`src/rtl/frame1024_to_1020_sync_pkg.sv`:
```
// Shared link definitions for the marker-framed serial link (receive and transmit sides).
// Provides the sync marker value, frame/payload bit-count helpers and the deframer
// state type. The state values match the legacy encodings (HUNT=0, VERIFY=1, LOCK=2).
package frame1024_to_1020_sync_pkg;

  localparam logic [31:0] LINK_MARKER = 32'hAA550100;

  typedef enum logic [1:0] {
    ST_HUNT   = 2'd0,
    ST_VERIFY = 2'd1,
    ST_LOCK   = 2'd2
  } sync_state_e;

  // Frame = 4 marker bytes followed by the payload bytes.
  function automatic int unsigned frame_bits(input int unsigned bytes_in_frame);
    return 8 * (bytes_in_frame + 4);
  endfunction

  function automatic int unsigned payload_bits(input int unsigned bytes_in_frame);
    return 8 * bytes_in_frame;
  endfunction

endpackage

```
`src/rtl/frame1024_to_1020_sync_marker_err_count.sv`:
```
// marker_err_count: number of bit positions in which the 32-bit receive window differs
// from the sync marker (XOR followed by popcount). Purely combinational.
// Ports:
//   i_win    [31:0]  current 32-bit receive window
//   i_marker [31:0]  reference sync marker
//   o_errs   [5:0]   mismatching bit count, 0..32
module marker_err_count
  import frame1024_to_1020_sync_pkg::*;
(
  input  logic [31:0] i_win,
  input  logic [31:0] i_marker,
  output logic [5:0]  o_errs
);

  logic [31:0] w_diff;

  assign w_diff = i_win ^ i_marker;

  always_comb begin
    o_errs = '0;
    for (int unsigned i = 0; i < 32; i++) begin
      o_errs = o_errs + 6'(w_diff[i]);
    end
  end

endmodule

```
`src/rtl/frame1024_to_1020_sync.sv`:
```
// frame1024_to_1020_sync: receive-side deframer. Hunts for the 32-bit sync marker in a
// serial bit stream, confirms alignment over LOCK_CONFIRM exact markers, then strips
// the marker and forwards only payload bits with a frame-start strobe. While locked,
// bad markers are flywheeled until LOSS_THRESHOLD consecutive misses drop back to hunt.
// Ports:
//   CLK          clock, rising edge
//   RST          synchronous reset, active-high (wins over VALID_IN)
//   IN           serial data bit, sampled when VALID_IN=1
//   VALID_IN     IN qualifier; block stalls while low
//   OUT          registered payload bit
//   VALID_OUT    OUT qualifier, payload bits while locked only
//   FRAME_START  pulse with the first payload bit of each frame
//   LOCKED       high while in LOCK
//   MARKER_ERR   pulse when a locked marker check exceeds MAX_MARKER_ERR
module frame1024_to_1020_sync
  import frame1024_to_1020_sync_pkg::*;
#(
  parameter int unsigned BYTES_IN_FRAME = 1020,
  parameter logic [31:0] MARKER         = LINK_MARKER,
  parameter int unsigned LOCK_CONFIRM   = 2,
  parameter int unsigned LOSS_THRESHOLD = 3,
  parameter int unsigned MAX_MARKER_ERR = 0
) (
  input  logic CLK,
  input  logic RST,
  input  logic IN,
  input  logic VALID_IN,
  output logic OUT,
  output logic VALID_OUT,
  output logic FRAME_START,
  output logic LOCKED,
  output logic MARKER_ERR
);

  localparam int unsigned FRAME_BITS   = frame_bits(BYTES_IN_FRAME);
  localparam int unsigned PAYLOAD_BITS = payload_bits(BYTES_IN_FRAME);
  localparam int unsigned CW           = $clog2(FRAME_BITS);
  localparam int unsigned HW           = $clog2(LOCK_CONFIRM + 1);
  localparam int unsigned MW           = $clog2(LOSS_THRESHOLD + 1);

  localparam logic [CW-1:0] CNT_LAST = CW'(FRAME_BITS - 1);
  localparam logic [CW-1:0] CNT_PAY  = CW'(PAYLOAD_BITS);
  localparam logic [HW-1:0] HITS_REQ = HW'(LOCK_CONFIRM);
  localparam logic [MW-1:0] MISS_MAX = MW'(LOSS_THRESHOLD);
  localparam logic [5:0]    ERR_MAX  = 6'(MAX_MARKER_ERR);

  sync_state_e   r_state;
  logic [31:0]   r_sreg;
  logic [CW-1:0] r_cnt;
  logic [HW-1:0] r_hits;
  logic [MW-1:0] r_miss;
  logic          r_out;
  logic          r_vo;
  logic          r_fs;
  logic          r_locked;
  logic          r_me;

  logic [31:0]   w_win;
  logic [5:0]    w_errs;
  logic          w_check;
  logic [CW-1:0] w_cnt_next;
  logic [HW-1:0] w_hits_inc;
  logic [MW-1:0] w_miss_inc;

  assign w_win      = {r_sreg[30:0], IN};
  assign w_check    = (r_cnt == CNT_LAST);
  assign w_cnt_next = w_check ? '0 : r_cnt + 1'b1;
  assign w_hits_inc = r_hits + 1'b1;
  assign w_miss_inc = r_miss + 1'b1;

  marker_err_count u_err (
    .i_win    (w_win),
    .i_marker (MARKER),
    .o_errs   (w_errs)
  );

  always_ff @(posedge CLK) begin
    if (RST) begin
      r_state  <= ST_HUNT;
      r_sreg   <= '0;
      r_cnt    <= '0;
      r_hits   <= '0;
      r_miss   <= '0;
      r_out    <= 1'b0;
      r_vo     <= 1'b0;
      r_fs     <= 1'b0;
      r_locked <= 1'b0;
      r_me     <= 1'b0;
    end else begin
      // Strobes are single-cycle; only a valid bit in LOCK can re-raise them.
      r_vo <= 1'b0;
      r_fs <= 1'b0;
      r_me <= 1'b0;
      if (VALID_IN) begin
        r_sreg <= w_win;
        case (r_state)
          ST_HUNT: begin
            if (w_errs == '0) begin
              r_state <= ST_VERIFY;
              r_cnt   <= '0;
              r_hits  <= HW'(1);
            end
          end
          ST_VERIFY: begin
            r_cnt <= w_cnt_next;
            if (w_check) begin
              if (w_errs == '0) begin
                r_hits <= w_hits_inc;
                if (w_hits_inc == HITS_REQ) begin
                  r_state  <= ST_LOCK;
                  r_locked <= 1'b1;
                  r_miss   <= '0;
                end
              end else begin
                // sreg already holds the shifted window, so hunting continues seamlessly.
                r_state <= ST_HUNT;
              end
            end
          end
          ST_LOCK: begin
            r_cnt <= w_cnt_next;
            if (r_cnt < CNT_PAY) begin
              r_out <= IN;
              r_vo  <= 1'b1;
              r_fs  <= (r_cnt == '0);
            end
            if (w_check) begin
              if (w_errs <= ERR_MAX) begin
                r_miss <= '0;
              end else begin
                r_me <= 1'b1;
                if (w_miss_inc == MISS_MAX) begin
                  r_state  <= ST_HUNT;
                  r_locked <= 1'b0;
                  r_miss   <= '0;
                end else begin
                  r_miss <= w_miss_inc;
                end
              end
            end
          end
          default: begin
            r_state  <= ST_HUNT;
            r_locked <= 1'b0;
          end
        endcase
      end
    end
  end

  assign OUT         = r_out;
  assign VALID_OUT   = r_vo;
  assign FRAME_START = r_fs;
  assign LOCKED      = r_locked;
  assign MARKER_ERR  = r_me;

endmodule

```
`config.mk`:
```
export PLATFORM = sky130hd
export DESIGN_NAME = frame1024_to_1020_sync
export DESIGN_NICKNAME = d
export VERILOG_FILES = /design/src/rtl/frame1024_to_1020_sync_pkg.sv /design/src/rtl/frame1024_to_1020_sync_marker_err_count.sv /design/src/rtl/frame1024_to_1020_sync.sv
export SDC_FILE = /design/constraint.sdc
export NUM_CORES = 1
export LEC_CHECK = 0
export BUFFER_PORTS_ARGS = -buffer_cell sky130_fd_sc_hd__buf_2
export CORE_MARGIN = 1.5
export CORE_UTILIZATION = 60
export DETAILED_ROUTE_END_ITERATION = 6
export GPL_TIMING_DRIVEN = 0
export PLACE_DENSITY = 0.77
export SLEW_MARGIN = 20
export SYNTH_ARGS = -nofsm -noshare
export SYNTH_HDL_FRONTEND = slang
export SYNTH_HIERARCHICAL = 1
export SYNTH_SLANG_ARGS = --single-unit
```
`constraint.sdc`:
```
create_clock -name CLK -period 9.5 [get_ports CLK]
set_clock_uncertainty 0.1 [all_clocks]
set_input_delay 1.9 -clock CLK [delete_from_list [all_inputs] [get_ports CLK]]
set_output_delay 1.9 -clock CLK [all_outputs]
set_load 0.005 [all_outputs]
```
==> run metrics <==
post-synth top area cell=dfxtp_1; Syn-to-layout area delta=8.98%; WP data required=9630 ps; min-delay worst type=flip-flop to flip-flop; Setup WS post-layout=about 1400 ps; Ports=9; count of final setup violators=0; top-area cell type share of the netlist area=0.303; total track usage=0.237; antenna cells=0; startpoint types=input pin; CTS Sinks=55; unrepaired setup endpoints after global routing=false; Synth Instances=between 300 and 400; Crit Path Max Fanout=10; Die W=80.8 um; Relative slew margins=0.616; Final Max Tran Viols=0; TritonCTS clock tree=built; synthesized area=0.00363 sq mm; sequential share of power=0.196; number of flops mapped to enable cells by yosys=0; max-cap viol count=0; Synth area leaders=dfxtp_1, fa_1, mux2i_1, ha_1, nor2_1; number of synthesized register bits=55; CTS Buf Count=5; share of cells above drive strength 1=0.0733; Comb power frac=0.696; setup tns final=0 ps; vias per cell=between 5 and 6; crit path time final=8100 ps; CTS Hold Buffers Added=0; pwr dens=about 300 mW/mm^2; Max H-tree Level=2; Net Sw Frac=0.474; GR Overflow Total=0; Vias=2,672; WHS=roughly 380 ps; asr flop ratio synth=0; first-pass GRT wire length=12,100 um; fin nets=470; Final Cycle Share=0.853; top sig layer=met4; routed wl met3=roughly 190 um; Placer Congestion=around 0.90; Filler Cells Inserted=494; Slew @ Worst Pin=577 ps; Netlist cell types=between 50 and 60; Post-CTS Setup Inserts=0; Hold Vio Cnt, Final=0; vias in the first global route=about 2,700; Clock Root Buffer=clkbuf_8; Seq/Total Area, Yosys=0.303; outcome=completed; Initial DRC Count=76; maximum clock frequency=between 100 and 150 MHz; maximum VDD drop=0.525 mV; Synth Warn #=6; Initial Util=0.618; routed wl met2=3460 um; Net Switching=~0.56 mW; Pre-Repair DR Iteration Count=4; clock buffer depth=2; Routed Antenna Nets=0; worst path arrival time=8230 ps; ys flop type=dfxtp_1; Chip Height=around 80 um; Met1 Wirelength=roughly 3100 um; Die ar.=between 0.006 and 0.007 sq mm; Clk Latency, worst-skew pair=about 300 ps; largest net degree at the start of global routing=17; Resize count post-CTS=0; hpwl dp=~5300 um; LEAKAGE=1.71 nW; per-cell routed wire length=roughly 14 um; Worst-path clk slew=about 90 ps; clock share of power=0.108; row cnt=28; Critical Path End Type=flip-flop; Core Area=about 0.006 sq mm; critical setup path kind=input pin to flip-flop; Placement Setup Slack=1090 ps; syn_area_per_cell=roughly 9.6 sq um; antenna violations before repair=0; Total Routed Length=6900 um; drt drc=0; Port-buffer cells=7; P_int=between 0.6 and 0.7 mW
==> cell usage after synthesis, types with 3 or more instances <==
cell / instances
and4_1: 4
a31oi_1: 4
nand2b_1: 3
clkbuf_1: 9
xnor2_1: 17
ha_1: 19
nor4_1: 5
o211ai_1: 3
and3_1: 4
a21oi_1: 9
nand2_1: 18
nand3_1: 10
buf_2: 5
nand4_1: 5
inv_1: 27
nor2b_1: 5
dfxtp_1: 55
nor2_1: 47
o41ai_1: 3
mux2i_1: 34
a32o_1: 3
fa_1: 25
a211oi_1: 3
nor3_1: 8
xor2_1: 19
==> cell type report <==
class	count	area [sq um]	share of cell area
plain buffers	15	70.1	0.0177
clock buffers	6	72.6	0.0183
clock inverters	2	12.5	0.00316
inverters	27	101	0.0256
multi-input cells	311	2470	0.625
flip-flops and latches	55	1100	0.278
well taps	75	93.8	0.0237
repair buffers	7	35.0	0.00884
==> placed cells by master (no fill, tap or decap), types with 2 or more instances in the layout <==
cell      instances
o21ai_0           2
o211ai_1          3
nand3_1          10
o22ai_1           2
nor3_1            8
xnor2_1          17
ha_1             19
nor4_1            5
inv_1            27
dfxtp_1          55
a31oi_1           4
nand2_1          18
nor2_1           47
buf_2            12
a22oi_1           2
clkbuf_1         10
nand4_1           5
a211oi_1          3
and2_1            2
xor2_1           19
conb_1           32
nand2b_1          3
and3_1            4
a32o_1            3
a21o_1            2
mux2i_1          34
o41ai_1           3
nor3_2            2
a21oi_1           9
clkbuf_8          5
nor2b_1           5
fa_1             25
and4_1            4
or4_1             2
==> power groups by stage <==
stage / registers (mW) / clock network (mW) / logic (mW)
floorplan: 0.238 / 0 / 0.676
global placement: 0.238 / 0 / 0.792
detailed placement: 0.238 / 0 / 0.816
CTS: 0.233 / 0.131 / 0.826
global route: 0.233 / 0.140 / 0.923
finish: 0.233 / 0.128 / 0.827
==> flip-flops by register name, indices dropped and copies added (netlist names) <==
signal and flops:
r_hits 2, r_state 2, FRAME_START 1, LOCKED 1, r_miss 2, OUT 1
MARKER_ERR 1, r_sreg 31, VALID_OUT 1, r_cnt 13
==> per-stage QoR <==
stage	utilization	power, mW	area [sq um]	std cells
global route	0.673	1.30	3960	498
CTS	0.673	1.19	3960	498
detailed placement	0.659	1.05	3880	490
finish	0.673	1.19	3960	498
global placement	0.659	1.03	3880	490
floorplan	-	0.914	3750	408
==> final timing paths <==
check	endpoint	cells past startpoint	start	slack [ps]
setup / recovery	r_cnt[5]	23	IN	1400
hold / removal	LOCKED	2	LOCKED	380
setup reg to reg	r_cnt[5]	22	r_sreg[0]	2710
hold reg to reg	LOCKED	2	LOCKED	380
==> cell families after synthesis <==
kind of cell | Yosys count | synth area share
compound gates | 44 | 0.0916
xor+xnor | 36 | 0.0867
fa+ha+maj | 44 | 0.203
buf+inv | 42 | 0.0472
flops | 55 | 0.303
mux | 34 | 0.0936
other cells | 2 | 0.00207
simple gates | 121 | 0.173
==> layer usage <==
layer | track usage | vias to the layer above
li1 | - | 1352
met1 | 0.282 | 1264
met2 | 0.428 | 46
met3 | 0.0360 | 10
met4 | 0.0879 | 0
met5 | 0 | -
==> worst max-delay path, cell delays in order <==
cell,delay [ps]
buf_2,120
xor2_1,150
fa_1,490
ha_1,330
fa_1,510
fa_1,520
fa_1,540
inv_1,50
fa_1,500
fa_1,480
inv_1,90
fa_1,200
inv_1,60
fa_1,390
nand2b_1,160
a21oi_1,200
xor2_1,100
nor2_1,310
a31oi_1,160
nand2b_4,170
buf_6,140
or4_1,470
o22ai_1,170
No activity file was read; power rests on OpenSTA's default activity.
